$ cat src/rtl/aes_pkg.sv
// Shared AES definitions: block width, round counts per key size and the
// state encoding of the iterative round sequencer.
`ifndef AES_BLOCK_SIZE
`define AES_BLOCK_SIZE 128
`endif

package aes_pkg;

   localparam int AES_BLOCK_W = `AES_BLOCK_SIZE;

   localparam int AES_NR_128 = 10;
   localparam int AES_NR_192 = 12;
   localparam int AES_NR_256 = 14;

   typedef enum logic [1:0] {
      SEQ_IDLE,
      SEQ_ROUND,
      SEQ_DONE
   } aes_seq_state_t;

endpackage

$ cat src/rtl/aes_round_sequencer.sv
// Iterative AES controller. One block at a time is whitened with the first
// round key, then passed NR times through an external shared enc/dec round
// datapath, one round per clock. Round keys are fetched by index from an
// external combinational key store. The result is held until downstream
// accepts it; no new block is taken while a block is in flight or waiting.
module aes_round_sequencer
   import aes_pkg::*;
#(
   parameter int NR     = AES_NR_128,
   parameter int KIDX_W = 4
) (
   input  logic                   Clk,
   input  logic                   Rst_n,
   input  logic                   In_valid,
   output logic                   In_ready,
   input  logic                   In_encrypt,
   input  logic [AES_BLOCK_W-1:0] In_block,
   output logic                   Out_valid,
   input  logic                   Out_ready,
   output logic [AES_BLOCK_W-1:0] Out_block,
   output logic [KIDX_W-1:0]      Key_idx,
   input  logic [AES_BLOCK_W-1:0] Key,
   output logic                   Rp_encrypt,
   output logic                   Rp_last,
   output logic [AES_BLOCK_W-1:0] Rp_key,
   output logic [AES_BLOCK_W-1:0] Rp_input_block,
   input  logic [AES_BLOCK_W-1:0] Rp_output_block
);

   localparam logic [KIDX_W-1:0] NR_IDX  = KIDX_W'(NR);
   localparam logic [KIDX_W-1:0] ONE_IDX = KIDX_W'(1);

   aes_seq_state_t         state;
   aes_seq_state_t         state_next;
   logic [AES_BLOCK_W-1:0] state_reg;
   logic [AES_BLOCK_W-1:0] out_block_reg;
   logic [KIDX_W-1:0]      round_cnt;
   logic                   mode_reg;
   logic                   out_valid_reg;
   logic                   in_fire;
   logic                   last_round;

   assign in_fire    = (state == SEQ_IDLE) && In_valid;
   assign last_round = (state == SEQ_ROUND) && (round_cnt == NR_IDX);

   // State register for the IDLE -> ROUND -> DONE control loop.
   always_ff @(posedge Clk or negedge Rst_n) begin
      if (!Rst_n) begin
         state <= SEQ_IDLE;
      end else begin
         state <= state_next;
      end
   end

   // Next state plus the combinational handshake and key-index outputs.
   // Decryption walks the key schedule backwards from NR down to 0.
   always_comb begin
      state_next = state;
      In_ready   = 1'b0;
      Key_idx    = '0;
      Rp_last    = 1'b0;
      case (state)
         SEQ_IDLE: begin
            In_ready = 1'b1;
            Key_idx  = In_encrypt ? '0 : NR_IDX;
            if (In_valid) begin
               state_next = SEQ_ROUND;
            end
         end
         SEQ_ROUND: begin
            Key_idx = mode_reg ? round_cnt : (NR_IDX - round_cnt);
            Rp_last = (round_cnt == NR_IDX);
            if (round_cnt == NR_IDX) begin
               state_next = SEQ_DONE;
            end
         end
         SEQ_DONE: begin
            if (out_valid_reg && Out_ready) begin
               state_next = SEQ_IDLE;
            end
         end
         default: begin
            state_next = SEQ_IDLE;
         end
      endcase
   end

   // Working state: initial AddRoundKey on accept, then one round result per
   // cycle. The round counter saturates at NR so it can never wrap.
   always_ff @(posedge Clk or negedge Rst_n) begin
      if (!Rst_n) begin
         state_reg <= '0;
         mode_reg  <= 1'b0;
         round_cnt <= '0;
      end else begin
         if (in_fire) begin
            state_reg <= In_block ^ Key;
            mode_reg  <= In_encrypt;
            round_cnt <= ONE_IDX;
         end else if (state == SEQ_ROUND) begin
            state_reg <= Rp_output_block;
            if (round_cnt != NR_IDX) begin
               round_cnt <= round_cnt + ONE_IDX;
            end
         end
      end
   end

   // Registered result port: captured from the final round, held until taken.
   always_ff @(posedge Clk or negedge Rst_n) begin
      if (!Rst_n) begin
         out_valid_reg <= 1'b0;
         out_block_reg <= '0;
      end else begin
         if (last_round) begin
            out_valid_reg <= 1'b1;
            out_block_reg <= Rp_output_block;
         end else if (out_valid_reg && Out_ready) begin
            out_valid_reg <= 1'b0;
         end
      end
   end

   assign Out_valid      = out_valid_reg;
   assign Out_block      = out_block_reg;
   assign Rp_encrypt     = mode_reg;
   assign Rp_key         = Key;
   assign Rp_input_block = state_reg;

endmodule

$ cat config.mk
export PLATFORM = sky130hd
export DESIGN_NAME = aes_round_sequencer
export DESIGN_NICKNAME = d
export VERILOG_FILES = /design/src/rtl/aes_pkg.sv /design/src/rtl/aes_round_sequencer.sv
export SDC_FILE = /design/constraint.sdc
export NUM_CORES = 1
export LEC_CHECK = 0
export ABC_AREA = 1
export CORE_AREA = 2 2 304 306
export CTS_CLUSTER_DIAMETER = 120
export DETAILED_ROUTE_END_ITERATION = 6
export DIE_AREA = 0 0 306 308
export PLACE_DENSITY = 0.52
export SLEW_MARGIN = 20
export SYNTH_ARGS = -nofsm -noshare
export SYNTH_HDL_FRONTEND = slang
export SYNTH_SLANG_ARGS = --single-unit
$ cat constraint.sdc
create_clock -name Clk -period 1.7 [get_ports Clk]
set_input_delay 0.34 -clock Clk [delete_from_list [all_inputs] [get_ports Clk]]
set_output_delay 0.34 -clock Clk [all_outputs]
set_load 0.1 [all_outputs]
---- Word-level counts from Yosys, hierarchy flattened ----
Index checks and enable logic that the tools add are counted.
storage, ports and cells
  register bits ........................... 264
  input port bits ......................... 389
  output and inout bits ................... 392
  word-level logic and storage cells ...... 41
cells by class
  add/subtract/negate cells ............... 2
  equality and inequality tests ........... 7
  muxes and demuxes ....................... 16
  bitwise operators ....................... 1
  reductions and logical operators ........ 9
operator list
  operator                                                                number
  128-bit 2-to-1 mux                                                      2
  128-bit bitwise XOR                                                     1
  4-bit 2-to-1 mux                                                        5
  4-bit one-hot mux with 2 select lines                                   1
  2-bit 2-to-1 mux                                                        3
  2-bit inequality test (second input constant)                           3
  2-bit one-hot mux with 3 select lines                                   1
  2-bit nonzero test                                                      3
  4-bit by 1-bit adder with 4-bit output (second input constant)          1
  4-bit equality test (second input constant)                             1
  1-bit 2-to-1 mux                                                        4
  4-bit inequality test (second input constant)                           1
  4-bit subtractor (first input constant)                                 1
  1-bit logical AND                                                       3
  3-bit AND reduction                                                     1
  2-bit by 1-bit equality test with 1-bit output (second input constant)  1
  2-bit equality test (second input constant)                             1
  2-bit zero test                                                         1
  2-bit AND reduction                                                     1

---- Logic depth before layout (Yosys ltp) ----
Gate-level depths: netlist of run 1.
  depth after elaboration ................. 4
  gate-level depth with buffers ........... 9
  gate-level depth less buffers ........... 7

---- Least setup slack after synthesis of run 1 ----
No wires, ideal clock.
  path type ............................... register to output
  start ................................... register mode_reg (netlist: Rp_encrypt)
  end ..................................... output Key_idx[1]
  arrival ................................. 3.288 ns
  required time ........................... 1.360 ns
  path slack .............................. -1.928 ns
  cell stages (with the launch flop) ...... 3
  path buffers ............................ 0
  cells stage by stage .................... dfrtp_1 o21ai_0 o21ai_0
between the ends
  cells in the longest elaborated chain, start to end .. 2
RTL lines
  what                                   RTL line                   text
  start, declared                        aes_round_sequencer.sv:38  logic mode_reg;
  start signal, assigned                 aes_round_sequencer.sv:98  mode_reg <= In_encrypt;
  4-bit 2-to-1 mux                       aes_round_sequencer.sv:71  Key_idx = mode_reg ? round_cnt : (NR_IDX - round_cnt);
  4-bit one-hot mux with 2 select lines  aes_round_sequencer.sv:62  case (state)
  end, declared                          aes_round_sequencer.sv:21  output logic [KIDX_W-1:0] Key_idx,
Every way passes these cells.

---- Worst setup path after layout of run 1 ----
  start ................................... register round_cnt[1]
  end ..................................... output Key_idx[2]
between the ends
  cells in the longest elaborated chain, start to end .. 3
RTL lines
  what                                   RTL line                    text
  start, declared                        aes_round_sequencer.sv:37   logic [KIDX_W-1:0] round_cnt;
  start signal, assigned                 aes_round_sequencer.sv:103  round_cnt <= round_cnt + ONE_IDX;
  4-bit subtractor                       aes_round_sequencer.sv:71
  4-bit 2-to-1 mux                       aes_round_sequencer.sv:71
  4-bit one-hot mux with 2 select lines  aes_round_sequencer.sv:62
Every way passes these cells.

==> results of run 1 <==
cells by family after synthesis:
kind of cell,synth area share
DFF,0.444
buffers and inverters,0.196
AOI/OAI and AO/OA,0.0887
and+or+nand+nor,0.269
adders and majority gates,0.00168
xor gates and xnor gates,0.000588
per-stage QoR:
stage	hold WS, ps	util
after floorplan	44.4	-
after global placement	275	0.305
after detailed placement	277	0.305
after CTS	284	0.327
after global routing	315	0.344
final	316	0.344
per-layer routing:
| metal | part of all wire | GRT usage | up-vias |
|---|---|---|---|
| met4 | 0.028 | 0.0400 | 4 |
| met5 | 0.00030 | 0 | - |
| li1 | - | - | 7903 |
| met3 | 0.079 | 0.0457 | 93 |
| met1 | 0.41 | 0.167 | 7239 |
| met2 | 0.49 | 0.240 | 537 |
layout by cell type (no fill, tap or decap), types with 5 or more instances in the layout:
| cell type | n |
|---|---|
| nand2_1 | 910 |
| buf_12 | 417 |
| inv_1 | 389 |
| clkdlybuf4s50_1 | 387 |
| dfrtp_1 | 261 |
| o21ai_0 | 118 |
| o21ai_2 | 79 |
| buf_4 | 77 |
| nand2_4 | 67 |
| nand2_2 | 65 |
| o21ai_1 | 63 |
| clkbuf_16 | 56 |
| buf_16 | 17 |
| buf_6 | 13 |
| buf_8 | 11 |
| clkbuf_1 | 9 |
| clkbuf_8 | 8 |
| nand3_1 | 5 |
how the worst min path moves through the flow:
| stage | from | end | slack (ps) |
|---|---|---|---|
| after global placement | Rst_n | Rp_input_block[112] | 280 |
| after CTS | Rst_n | Rp_input_block[112] | 280 |
| after global routing | Rst_n | Rp_input_block[108] | 320 |
| after floorplan | Rst_n | Out_block[0] | 40 |
| final | Rst_n | Rp_input_block[108] | 320 |
| after detailed placement | Rst_n | Rp_input_block[112] | 280 |
cell type report:
cell class	count	area [um2]	share of cell area
repair buffers	944	14100	0.451
flip-flops and latches	264	6610	0.211
multi-input cells	1328	6470	0.207
inverters	395	1520	0.0485
well taps	1186	1480	0.0474
clock buffers	54	1070	0.0342
clock inverters	4	23.8	0.000759
diodes	3	7.51	0.000240
timing repair:
action	4_1_cts	5_1_grt
hold endpoints to repair	22	0
setup buffers	17	16
endpoints found under the setup margin	20	185
hold buffers	1	0
gates cloned	14	24
gates resized for setup	122	263
pin swaps	9	5
==> results by group, run 1 <==
Status
  – Run status: finished with violations
  – Failing checks: setup timing

Floorplanning
  – Core Area: 91000 um2
  – Initial Utilization: 0.164
  – Chip Width: 306 um
  – Die ar.: 94200 um2
  – Die H: 308 um
  – Placement row count: 111
  – Boundary Pins: 781

Yosys
  – Number of enable flip-flop cells after synthesis: 0
  – Yosys warns: 0
  – Register area share after synthesis: 0.444
  – Synth Flop Type: dfrtp_1
  – Mapped Cells: 2199
  – Mapped Area: 14900 um2
  – Synth unique cells: 20
  – Async S/R FF share, synth: 1.00
  – Yosys reg bits: 264
  – Most frequent cell after synthesis: nand2_1
  – Ranking of synthesized cells by area: dfrtp_1 44%, nand2_1 26%, inv_1 9.9%
  – Commonest cells post-synth: 1044 x nand2_1, 393 x inv_1, 264 x dfrtp_1, 152 x buf_4, 133 x o21ai_1
  – Synth area leader: dfrtp_1
  – Mean Syn Cell Area: 6.77 um2
  – Synthesized Nets: 2590
  – Share of the synthesized area in the top cell type: 0.444

Routing
  – Wire per inst: 17.3 um
  – DRC violations left: 0
  – Vias: 15800
  – Post-route ant nets: 0
  – 1st-pass router iterations: 5
  – Starting DRT DRC Count: 725
  – Routed WL: 72.5 mm
  – Vias per Instance: 3.78

Global route
  – Pin count of the biggest net entering global routing: 57
  – Vias in the first global route: 15600
  – First-pass GRT wire length: 99.5 mm
  – Total global routing overflow: 0
  – Initial antenna violation count: 9
  – Gr usage total: 0.140

CTS
  – Htree depth: 2
  – Worst-Skew Late Latency: 520 ps
  – Clock transition at path regs: 60 ps
  – Root Driver: clkbuf_16
  – Bufs on Longest Clock Path: 3
  – CTS tree: built
  – CTS buffer count: 34
  – Clock sink count: 264

Worst setup path
  – Slack of the worst reg-to-reg path: -120 ps
  – CP peak stage delay: 430 ps
  – Buffers and inverters on the worst path: 2
  – CP Capture Point: Key_idx[2]
  – Critical path class: reg -> out
  – Slowest-stage cell, CP: dfrtp_1
  – CP Cell Sequence: ha_2 > xnor2_2 > nand2_1 > nand2_2 > clkinvlp_4 > buf_12
  – Worst Setup SP: round_cnt[1]
  – Delay-heaviest family, CP: flip-flops
  – Worst setup SP type: flip-flop
  – CP max FO: 3
  – Crit. End Element: primary output
  – Worst EP required: 1360 ps
  – Crit path arrival time: 1780 ps
  – Worst Reg-to-Reg Cells: 11
  – Crit Reg-Reg Endpoint: Out_block[42]
  – RR Startpoint: round_cnt[0]
  – Crit path depth: 6

Place
  – Placed Instances: 4051
  – DP Worst Slack: -82.2 ps
  – Number of port buffers: 780
  – Gp weighted congestion: 0.789
  – Final HPWL DP: 52.7 mm
  – Post-DP Area: 27700 um2

Timing
  – Max_slew headroom: 0.678
  – Final setup viols: 134
  – Hold Vio Cnt, Final: 0
  – Setup Total Neg Slack: -10300 ps
  – Final Slew Violations: 0
  – Worst Skew: 9.71 ps
  – Fin crit period: 2120 ps
  – Achievable Freq: 473 MHz
  – RSZ-0062 raised after global routing: yes
  – Setup WS post-layout: -415 ps
  – Fin crit share: 1.24
  – Worst Max-Slew Pin Slew: 478 ps

Cells and area
  – Area Growth Syn to Fin: 110%
  – Fillers: 9225
  – Nets@finish: 3358
  – Finished Cell Area: 31300 um2
  – Layout cells sized above 1: 0.281
  – Post-Layout Cell Count: 4178

Job
  – Max cap viols: 0

Worst hold path
  – HP Class: in -> async
Power of run 1 is left out: the tool's default activity adds up to more than one toggle a clock period on the data nets, which glitch-free logic cannot reach.
==> run 2, diff against run 1 <==
- ABC_AREA: 1 -> unset
- CAP_MARGIN: unset -> 20
- CORE_AREA: 2 2 304 306 -> 2 2 301 303
- DIE_AREA: 0 0 306 308 -> 0 0 303 305
- PLACE_DENSITY: 0.52 -> 0.5
==> results by group, run 2 <==
Status
  – Failing checks: DRC, setup timing
  – Run status: finished with violations

Yosys
  – Mapped Cells: 1272 (-42%)
  – Synth Flop Type: dfrtp_1
  – Synthesized Nets: 1663 (-36%)
  – Synth unique cells: 29 (+45%)
  – Yosys reg bits: 264 (unchanged)
  – Ranking of synthesized cells by area: dfrtp_1 51%, mux2_2 11%, xor2_1 8.6%
  – Number of enable flip-flop cells after synthesis: 0 (unchanged)
  – Register area share after synthesis: 0.507 (+0.0634)
  – Mean Syn Cell Area: 10.2 um2 (+51%)
  – Mapped Area: 13000 um2 (-13%)
  – Share of the synthesized area in the top cell type: 0.507 (+0.0634)
  – Synth area leader: dfrtp_1
  – Commonest cells post-synth: 264 x dfrtp_1, 264 x nand2_1, 131 x nor2_1, 130 x buf_4
  – Yosys warns: 0 (unchanged)
  – Async S/R FF share, synth: 1.00 (unchanged)

Floorplanning
  – Placement row count: 110 (-0.90%)
  – Die ar.: 92400 um2 (-1.9%)
  – Boundary Pins: 781 (unchanged)
  – Initial Utilization: 0.146 (-0.0178)
  – Core Area: 89300 um2 (-1.8%)
  – Die H: 305 um (-0.97%)
  – Chip Width: 303 um (-0.98%)

Timing
  – Final Slew Violations: 0 (unchanged)
  – Max_slew headroom: 0.617 (-0.0604)
  – Setup WS post-layout: -574 ps (-159 ps)
  – RSZ-0062 raised after global routing: yes
  – Worst Max-Slew Pin Slew: 574 ps (+95.7 ps)
  – Hold Vio Cnt, Final: 0 (unchanged)
  – Fin crit period: 2270 ps (+159 ps)
  – Fin crit share: 1.34 (+0.0935)
  – Final setup viols: 263 (+96%)
  – Achievable Freq: 440 MHz (-7.0%)
  – Worst Skew: 12.8 ps (+3.07 ps)

Global route
  – Pin count of the biggest net entering global routing: 115 (+100%)
  – Total global routing overflow: 0 (unchanged)
  – Initial antenna violation count: 2 (-7)
  – Gr usage total: 0.127 (-0.0134)
  – Vias in the first global route: 13400 (-14%)
  – First-pass GRT wire length: 87.9 mm (-12%)

Routing
  – Post-route ant nets: 0 (unchanged)
  – 1st-pass router iterations: 7 (+2)
  – Vias per Instance: 3.84 (+1.7%)
  – Vias: 12600 (-20%)
  – Routed WL: 69.7 mm (-3.8%)
  – Wire per inst: 21.3 um (+23%)
  – Starting DRT DRC Count: 596 (-18%)
  – DRC violations left: 41 (+41)

Worst setup path
  – Slack of the worst reg-to-reg path: -510 ps (-390 ps)
  – CP peak stage delay: 450 ps (+20 ps)
  – Critical path class: reg -> out
  – CP Cell Sequence: buf_4 > a211oi_4 > xnor2_2 > a21oi_4 > buf_12
  – CP max FO: 4 (+1)
  – Worst EP required: 1360 ps (about the same)
  – Crit. End Element: primary output
  – Slowest-stage cell, CP: dfrtp_2
  – Crit Reg-Reg Endpoint: Out_block[43]
  – Crit path arrival time: 1930 ps (+150 ps)
  – Worst setup SP type: flip-flop
  – RR Startpoint: round_cnt[0]
  – Worst Reg-to-Reg Cells: 12 (+1)

Place
  – Gp weighted congestion: 0.879 (+11%)
  – Post-DP Area: 25900 um2 (-6.6%)
  – Number of port buffers: 780 (unchanged)
  – Final HPWL DP: 47.8 mm (-9.2%)

CTS
  – Htree depth: 2 (unchanged)
  – Bufs on Longest Clock Path: 3 (unchanged)
  – Worst-Skew Late Latency: 540 ps (+20 ps)
  – Clock sink count: 264 (unchanged)
  – Clock transition at path regs: 60 ps (about the same)
  – CTS buffer count: 37 (+8.8%)
  – Root Driver: clkbuf_16
  – CTS tree: built

Cells and area
  – Fillers: 8723 (-5.4%)
  – Layout cells sized above 1: 0.423 (+0.142)
  – Finished Cell Area: 29900 um2 (-4.4%)
  – Final core occ: 0.335 (-0.00925)
  – Most frequent cells in the layout: 426 x buf_12, 387 x clkdlybuf4s50_1, 260 x dfrtp_1, 260 x nand2_1, 128 x xor2_1
  – Nets@finish: 2459 (-27%)
  – Multi-input logic area: 6190 um2 (-4.3%)
  – Sequential cell area: 6610 um2 (about the same)
  – Ant. Diodes: 0 (-3)
  – Area Growth Syn to Fin: 130%
  – Most common cell after layout, fill and taps aside: buf_12

Job
  – Max cap viols: 0 (unchanged)

Worst hold path
  – HP Class: in -> async
-- run 2: changes by cell type after synthesis, sizes merged, moves of 6 or more --
| cell | previous run | this run |
|---|---|---|
| nand3 | 6 | 0 |
| mux2 | 0 | 128 |
| o21ai | 262 | 2 |
| inv | 395 | 4 |
| nor2 | 8 | 132 |
| xor2 | 0 | 128 |
| buf | 193 | 179 |
| nand2 | 1046 | 264 |
| a31oi | 0 | 128 |
-- run 2: worst max path at each step --
stage / start / end / slack [ps] / depth (start not counted)
after floorplan: Rp_encrypt / Key_idx[3] / -230 / 3
after global placement: In_valid / Rp_input_block[72] / -280 / 5
after detailed placement: In_valid / Rp_input_block[83] / -290 / 5
after CTS: round_cnt[0] / Key_idx[2] / -620 / 6
after global routing: round_cnt[0] / Key_idx[2] / -660 / 6
final: round_cnt[1] / Key_idx[3] / -570 / 5
-- run 2: logic make-up (layout without fill, tap and decap cells) --
| logic type | count (synthesis) | after routing | synth area share |
|---|---|---|---|
| AND/OR/NAND/NOR | 403 | 403 | 0.118 |
| flip-flops | 264 | 264 | 0.507 |
| buffers and inverters | 204 | 1023 | 0.106 |
| AO/OA/AOI/OAI | 138 | 138 | 0.0664 |
| multiplexers | 132 | 132 | 0.114 |
| XOR/XNOR | 129 | 129 | 0.0867 |
| adder cells (fa/ha/maj) | 2 | 2 | 0.00192 |
-- run 2: worst max-delay path, delay by kind of cell, from the launching register on --
family                    cells  cell delay [ps]
DFF                           1              450
xor gates and xnor gates      1              130
buffers and inverters         2              370
AOI/OAI and AO/OA             2              430
-- run 2: per-stage QoR --
step / setup slack (ps) / setup TNS (ps) / hold WS, ps / instances
2_1_floorplan: -234 / -8260 / 44.4 / 1272
3_3_place_gp: -275 / -30650 / 344 / 3127
3_5_place_dp: -295 / -39250 / 345 / 3127
4_1_cts: -624 / -44560 / 334 / 3214
5_1_grt: -661 / -84680 / 355 / 3267
6_report: -574 / -70890 / 340 / 3267
-- run 2: timing repair --
| action | CTS | global route |
|---|---|---|
| endpoints found under the hold margin | 35 | 0 |
| pin swaps | 8 | 63 |
| setup endpoints to repair | 131 | 256 |
| cloned | 5 | 30 |
| buffers inserted | 19 | 33 |
| gates resized for setup | 41 | 351 |
| hold buffers | 1 | 0 |
-- run 2: layout make-up --
type	instances	area share
well taps	1176	0.0492
clock buffers	51	0.0350
flip-flops and latches	264	0.221
multi-input cells	804	0.207
inverters	4	0.000586
repair buffers	957	0.483
clock inverters	11	0.00385
-- run 2: routing by layer --
layer	share of wire	global-route usage	vias to the layer above	wire, um
li1	-	-	5700	-
met5	0.00019	0	-	13
met3	0.070	0.0325	101	4910
met2	0.51	0.227	519	35800
met1	0.39	0.145	6229	27100
met4	0.028	0.0393	2	1950
Power of run 2 is left out for the same reason.
==> edit 1: new RTL, flow settings as in run 1 <==
Reset style: synchronous (`Rst_n`), changed in 3 clocked blocks.
--- a/src/rtl/aes_round_sequencer.sv
+++ b/src/rtl/aes_round_sequencer.sv
@@ -44,7 +44,7 @@
    assign last_round = (state == SEQ_ROUND) && (round_cnt == NR_IDX);
 
    // State register for the IDLE -> ROUND -> DONE control loop.
-   always_ff @(posedge Clk or negedge Rst_n) begin
+   always_ff @(posedge Clk) begin
       if (!Rst_n) begin
          state <= SEQ_IDLE;
       end else begin
@@ -87,7 +87,7 @@
 
    // Working state: initial AddRoundKey on accept, then one round result per
    // cycle. The round counter saturates at NR so it can never wrap.
-   always_ff @(posedge Clk or negedge Rst_n) begin
+   always_ff @(posedge Clk) begin
       if (!Rst_n) begin
          state_reg <= '0;
          mode_reg  <= 1'b0;
@@ -107,7 +107,7 @@
    end
 
    // Registered result port: captured from the final round, held until taken.
-   always_ff @(posedge Clk or negedge Rst_n) begin
+   always_ff @(posedge Clk) begin
       if (!Rst_n) begin
          out_valid_reg <= 1'b0;
          out_block_reg <= '0;
Function: differs if Rst_n is asserted again (counterexample within 4 cycles, from zero or initial values and one cycle with Rst_n low); with Rst_n held inactive, the same outputs for 4 cycles.
==> edit 1 against run 1 <==
  * The run still ends with negative setup slack left
  * Clock skew increased by 0.014 ns
  * Design area decreased by 8.3%
  * Worst setup slack improved by 0.046 ns
  * Wire length decreased by 4.1%
  * Sequential cell count unchanged
  * Critical endpoint is now Rp_last
  * First-iteration DRC count decreased by 22%
  * Synthesized area decreased by 14%
  * Largest cell class unchanged
==> edit 1: results (changes against run 1) <==
stage,metric,value,unit,change
clock_tree,clock_latency,0.55,ns,+0.03 ns
global_routing,antenna_found_initial,4,,-5
logic_synthesis,postSynthCellCount,1849,,-16%
place,post_dp_cell_area,25800,um2,-7.1%
global_routing,gr-usage-met1,0.140,,-0.0264
logic_synthesis,yosysSeqAreaShare,0.412,,-0.0313
detailed_routing,wl_met2,35.3,mm,+0.50%
global_routing,use_met2,0.241,,+0.00116
place,pre_cts_ws,-0.126,ns,-0.0439 ns
detailed_routing,wl_met3,5.63,mm,-2.1%
sta,clock_skew,0.0234,ns,+0.0136 ns
cells_and_area,layout-drive-gt1-share,0.294,,+0.0132
logic_synthesis,synth_area_leaders,"dfxtp_1 (41%), nor2_1 (19%), xnor2_1 (8.7%)",,
clock_tree,cts_buffers,36,,+5.9%
sta,fin_tns_setup,-22.29,ns,-11.99 ns
sta,tightest_slew,0.530,ns,+0.0515 ns
logic_synthesis,synthFlopType,dfxtp_1,,
logic_synthesis,synth_compound_area_frac,0.0549,,-0.0339
worst_setup_path,critPathArrivalTime,1.73,ns,-0.05 ns
cells_and_area,final_area,28700,um2,-8.3%
global_routing,grt_util_met3,0.0476,,+0.00186
place,port_buffers,780,,unchanged
detailed_routing,wl_per_cell,18.3,um,+5.8%
logic_synthesis,synth_top_cells_by_count,"nor2_1 (655), nand2_1 (271), dfxtp_1 (264), nand3_1 (133), buf_4 (130)",,
cells_and_area,antennaDiodeCount,0,,-3
clock_tree,post_cts_resized,63,,-48%
detailed_routing,routed_wirelength,69.5,mm,-4.1%
place,dp.cells,3680,,-9.2%
outcome,violations,negative setup slack,,
worst_setup_path,cpMaxStageDelayCell,dfxtp_4,,
logic_synthesis,synth_fa_ha_area_frac,0.00195,,+0.000272
cells_and_area,nFillCells,9423,,+2.1%
detailed_routing,drt-met1-wl,26.4,mm,-11%
logic_synthesis,synth_fp_nets,2240,,-14%
place,gp_congestion,0.813,,+3.0%
clock_tree,cts_setup_buffers,10,,-7
detailed_routing,post_drt_via_cell_ratio,3.79,,+0.47%
detailed_routing,drt-pass1-iter-count,4,,-1
global_routing,grt_max_degree,72,,+26%
detailed_routing,drt_iter0_drc,565,,-22%
outcome,status,"complete, but fails checks",,
worst_setup_path,path_delay_family,buffers and inverters,,
global_routing,global_route.usage.total,0.132,,-0.00843
sta,fin_ws,-0.369,ns,+0.0463 ns
sta,setup_viol,133,,-0.75%
hold_path,hp-class,input port to register,,
global_routing,grt_pass1_vias,14300,,-8.4%
cells_and_area,fin_nets,2974,,-11%
global_routing,grt_pass1_wl,93.0,mm,-6.5%
## edit 1: changes by cell type after synthesis, moves of 17 or more
cell and change:
clkbuf_1 +37, nor2_1 +649, buf_2 +17, xnor2_1 +127, nand3_1 +127, o21ai_0 -49
o21ai_1 -80, buf_4 -22, dfrtp_1 -264, inv_1 -387, nand2_1 -773, dfxtp_1 +264
## edit 1: final timing paths
path / endpoint / cells after the start / start / slack (ns)
worst max-delay path: Rp_last / 8 / round_cnt[1] / -0.37
worst min-delay path: Rp_input_block[3] / 3 / Rst_n / 0.20
worst max register to register: Out_block[31] / 13 / round_cnt[1] / -0.27
worst min register to register: Out_block[84] / 2 / Out_block[84] / 0.52
## edit 1: layout make-up
class	instances	area share
inverter	11	0.00205
sequential	264	0.184
tap	1186	0.0517
clock buffer	49	0.0362
timing repair buffer	936	0.484
clock inverter	9	0.00545
multi-input combinational	1334	0.236
## edit 1: cell families after synthesis
kind of cell / Yosys count
buf+inv: 251
simple gates: 1063
fa+ha+maj: 2
flops: 264
compound gates: 140
xor+xnor: 129
==> edit 2: new RTL, flow settings as in run 1 <==
Without the edit above. Change the parameter `KIDX_W` from 4 to 3.
--- a/src/rtl/aes_round_sequencer.sv
+++ b/src/rtl/aes_round_sequencer.sv
@@ -7,7 +7,7 @@
    import aes_pkg::*;
 #(
    parameter int NR     = AES_NR_128,
-   parameter int KIDX_W = 4
+   parameter int KIDX_W = 3
 ) (
    input  logic                   Clk,
    input  logic                   Rst_n,
Interface: changed (resized Key_idx); port bits go from 781 to 780. No check against the original RTL was run, so the function may have changed too.
==> edit 2 against run 1 <==
  * The run still ends with negative setup slack left
  * Worst setup slack improved by 0.060 ns
  * Clock skew is 0.0062 ns higher
  * Wire length increased by 1.3%
  * Count of clock-buffer cells in the layout rose by 3
  * Synthesized area increased by 0.24%
  * Design area is 2.3% lower
  * Sequential cell count is 1 lower
  * Largest cell class unchanged
Power is not shown: default switching activity piles up to over one toggle a cycle in this logic, so the estimate is an artifact.
==> edit 2: results (changes against run 1) <==
stage,metric,value,unit,change
outcome,status,"complete, but fails checks",,
outcome,violations,negative setup slack,,
cells_and_area,seq-cell-share,0.215,,+0.00432
cells_and_area,nNonClkBuffers,938,,-0.64%
cells_and_area,syn2layout_area_growth,105,%,
cells_and_area,fin_nets,3345,,-0.39%
sta,tightest_slew,0.628,ns,+0.150 ns
logic_synthesis,postSynthCellCount,2198,,-0.045%
worst_setup_path,cp_max_fo,2,,-1
global_routing,global_route.usage.total,0.137,,-0.00296
sta,fin_tns_setup,-4.14,ns,+6.16 ns
global_routing,antenna_found_initial,4,,-5
place,gp_congestion,0.844,,+7.0%
cells_and_area,layout-drive-gt1-share,0.252,,-0.0293
global_routing,grt_pass1_vias,15400,,-1.6%
global_routing,grt_util_met3,0.0413,,-0.00440
detailed_routing,wl_per_cell,17.6,um,+1.7%
logic_synthesis,synth_area_leaders,"dfrtp_1 (44%), nand2_1 (28%), inv_1 (7.7%)",,
clock_tree,post_cts_resized,25,,-80%
logic_synthesis,synth.distinct_cells,17,,-15%
detailed_routing,num_vias,16100,,+1.7%
global_routing,gr-usage-met1,0.160,,-0.00654
worst_setup_path,reg2reg_depth,9,,-2
worst_setup_path,reg2reg_to,Rp_input_block[27],,
sta,holdWs,0.341,ns,+0.0250 ns
cells_and_area,inverters,309,,-22%
clock_tree,cts_buffers,35,,+2.9%
detailed_routing,wl_met2,36.6,mm,+4.0%
cells_and_area,n_clock_buffer,57,,+5.6%
detailed_routing,wl_met3,5.26,mm,-8.6%
worst_setup_path,worst_path_largest_cell_delay,0.41,ns,-0.02 ns
clock_tree,clock_latency,0.54,ns,+0.02 ns
sta,setup_viol,73,,-46%
cells_and_area,final_area,30600,um2,-2.3%
detailed_routing,drt-met1-wl,29.5,mm,about the same
cells_and_area,nFillCells,9350,,+1.4%
sta,clock_skew,0.0159,ns,+0.00619 ns
worst_setup_path,r2r-start,state[0],,
logic_synthesis,synth_top_cells_by_count,"nand2_1 (1124), inv_1 (306), dfrtp_1 (263), o21ai_0 (152), buf_4 (131)",,
logic_synthesis,yosysSeqAreaShare,0.441,,-0.00275
sta,fin_ws,-0.355,ns,+0.0597 ns
cells_and_area,multi_input_area,6360,um2,-1.7%
detailed_routing,drt_iter0_drc,707,,-2.5%
worst_setup_path,critPathArrivalTime,1.72,ns,-0.06 ns
clock_tree,cts_setup_buffers,13,,-4
cells_and_area,clk_share,0.0358,,+0.000905
global_routing,use_met2,0.239,,-0.000846
worst_setup_path,critPathCapture,Key_idx[1],,
global_routing,grt_pass1_wl,97.7,mm,-1.8%
place,dpl.hpwl,54.6,mm,+3.6%
cells_and_area,nMultiInputCombCells,1406,,+5.9%
cells_and_area,fin_cells,4164,,-0.34%
place,post_dp_cell_area,27800,um2,+0.32%
## edit 2: changes by cell type after synthesis, moves of 22 or more
cell	before	now
nand2_1	1044	1124
o21ai_1	133	25
clkbuf_1	13	35
inv_1	393	306
o21ai_0	129	152
nand3_1	6	91
## edit 2: kinds of logic (layout without fill, tap and decap cells)
group	after synthesis	count (layout)	share of synthesized area
other	0	3	0
AO/OA/AOI/OAI	178	178	0.0597
flip-flops	263	263	0.441
buffers and inverters	530	1306	0.180
AND/OR/NAND/NOR	1224	1225	0.316
adder cells (fa/ha/maj)	3	3	0.00251
## edit 2: worst min-delay path by stage
stage	start	endpoint	cells after the start
after floorplan	Rst_n	Out_block[0]	0
final	Rst_n	Out_block[90]	2
after global routing	Rst_n	Out_block[90]	2
after detailed placement	Rst_n	Out_block[104]	1
after CTS	Rst_n	Out_block[90]	2
after global placement	Rst_n	Out_block[90]	1
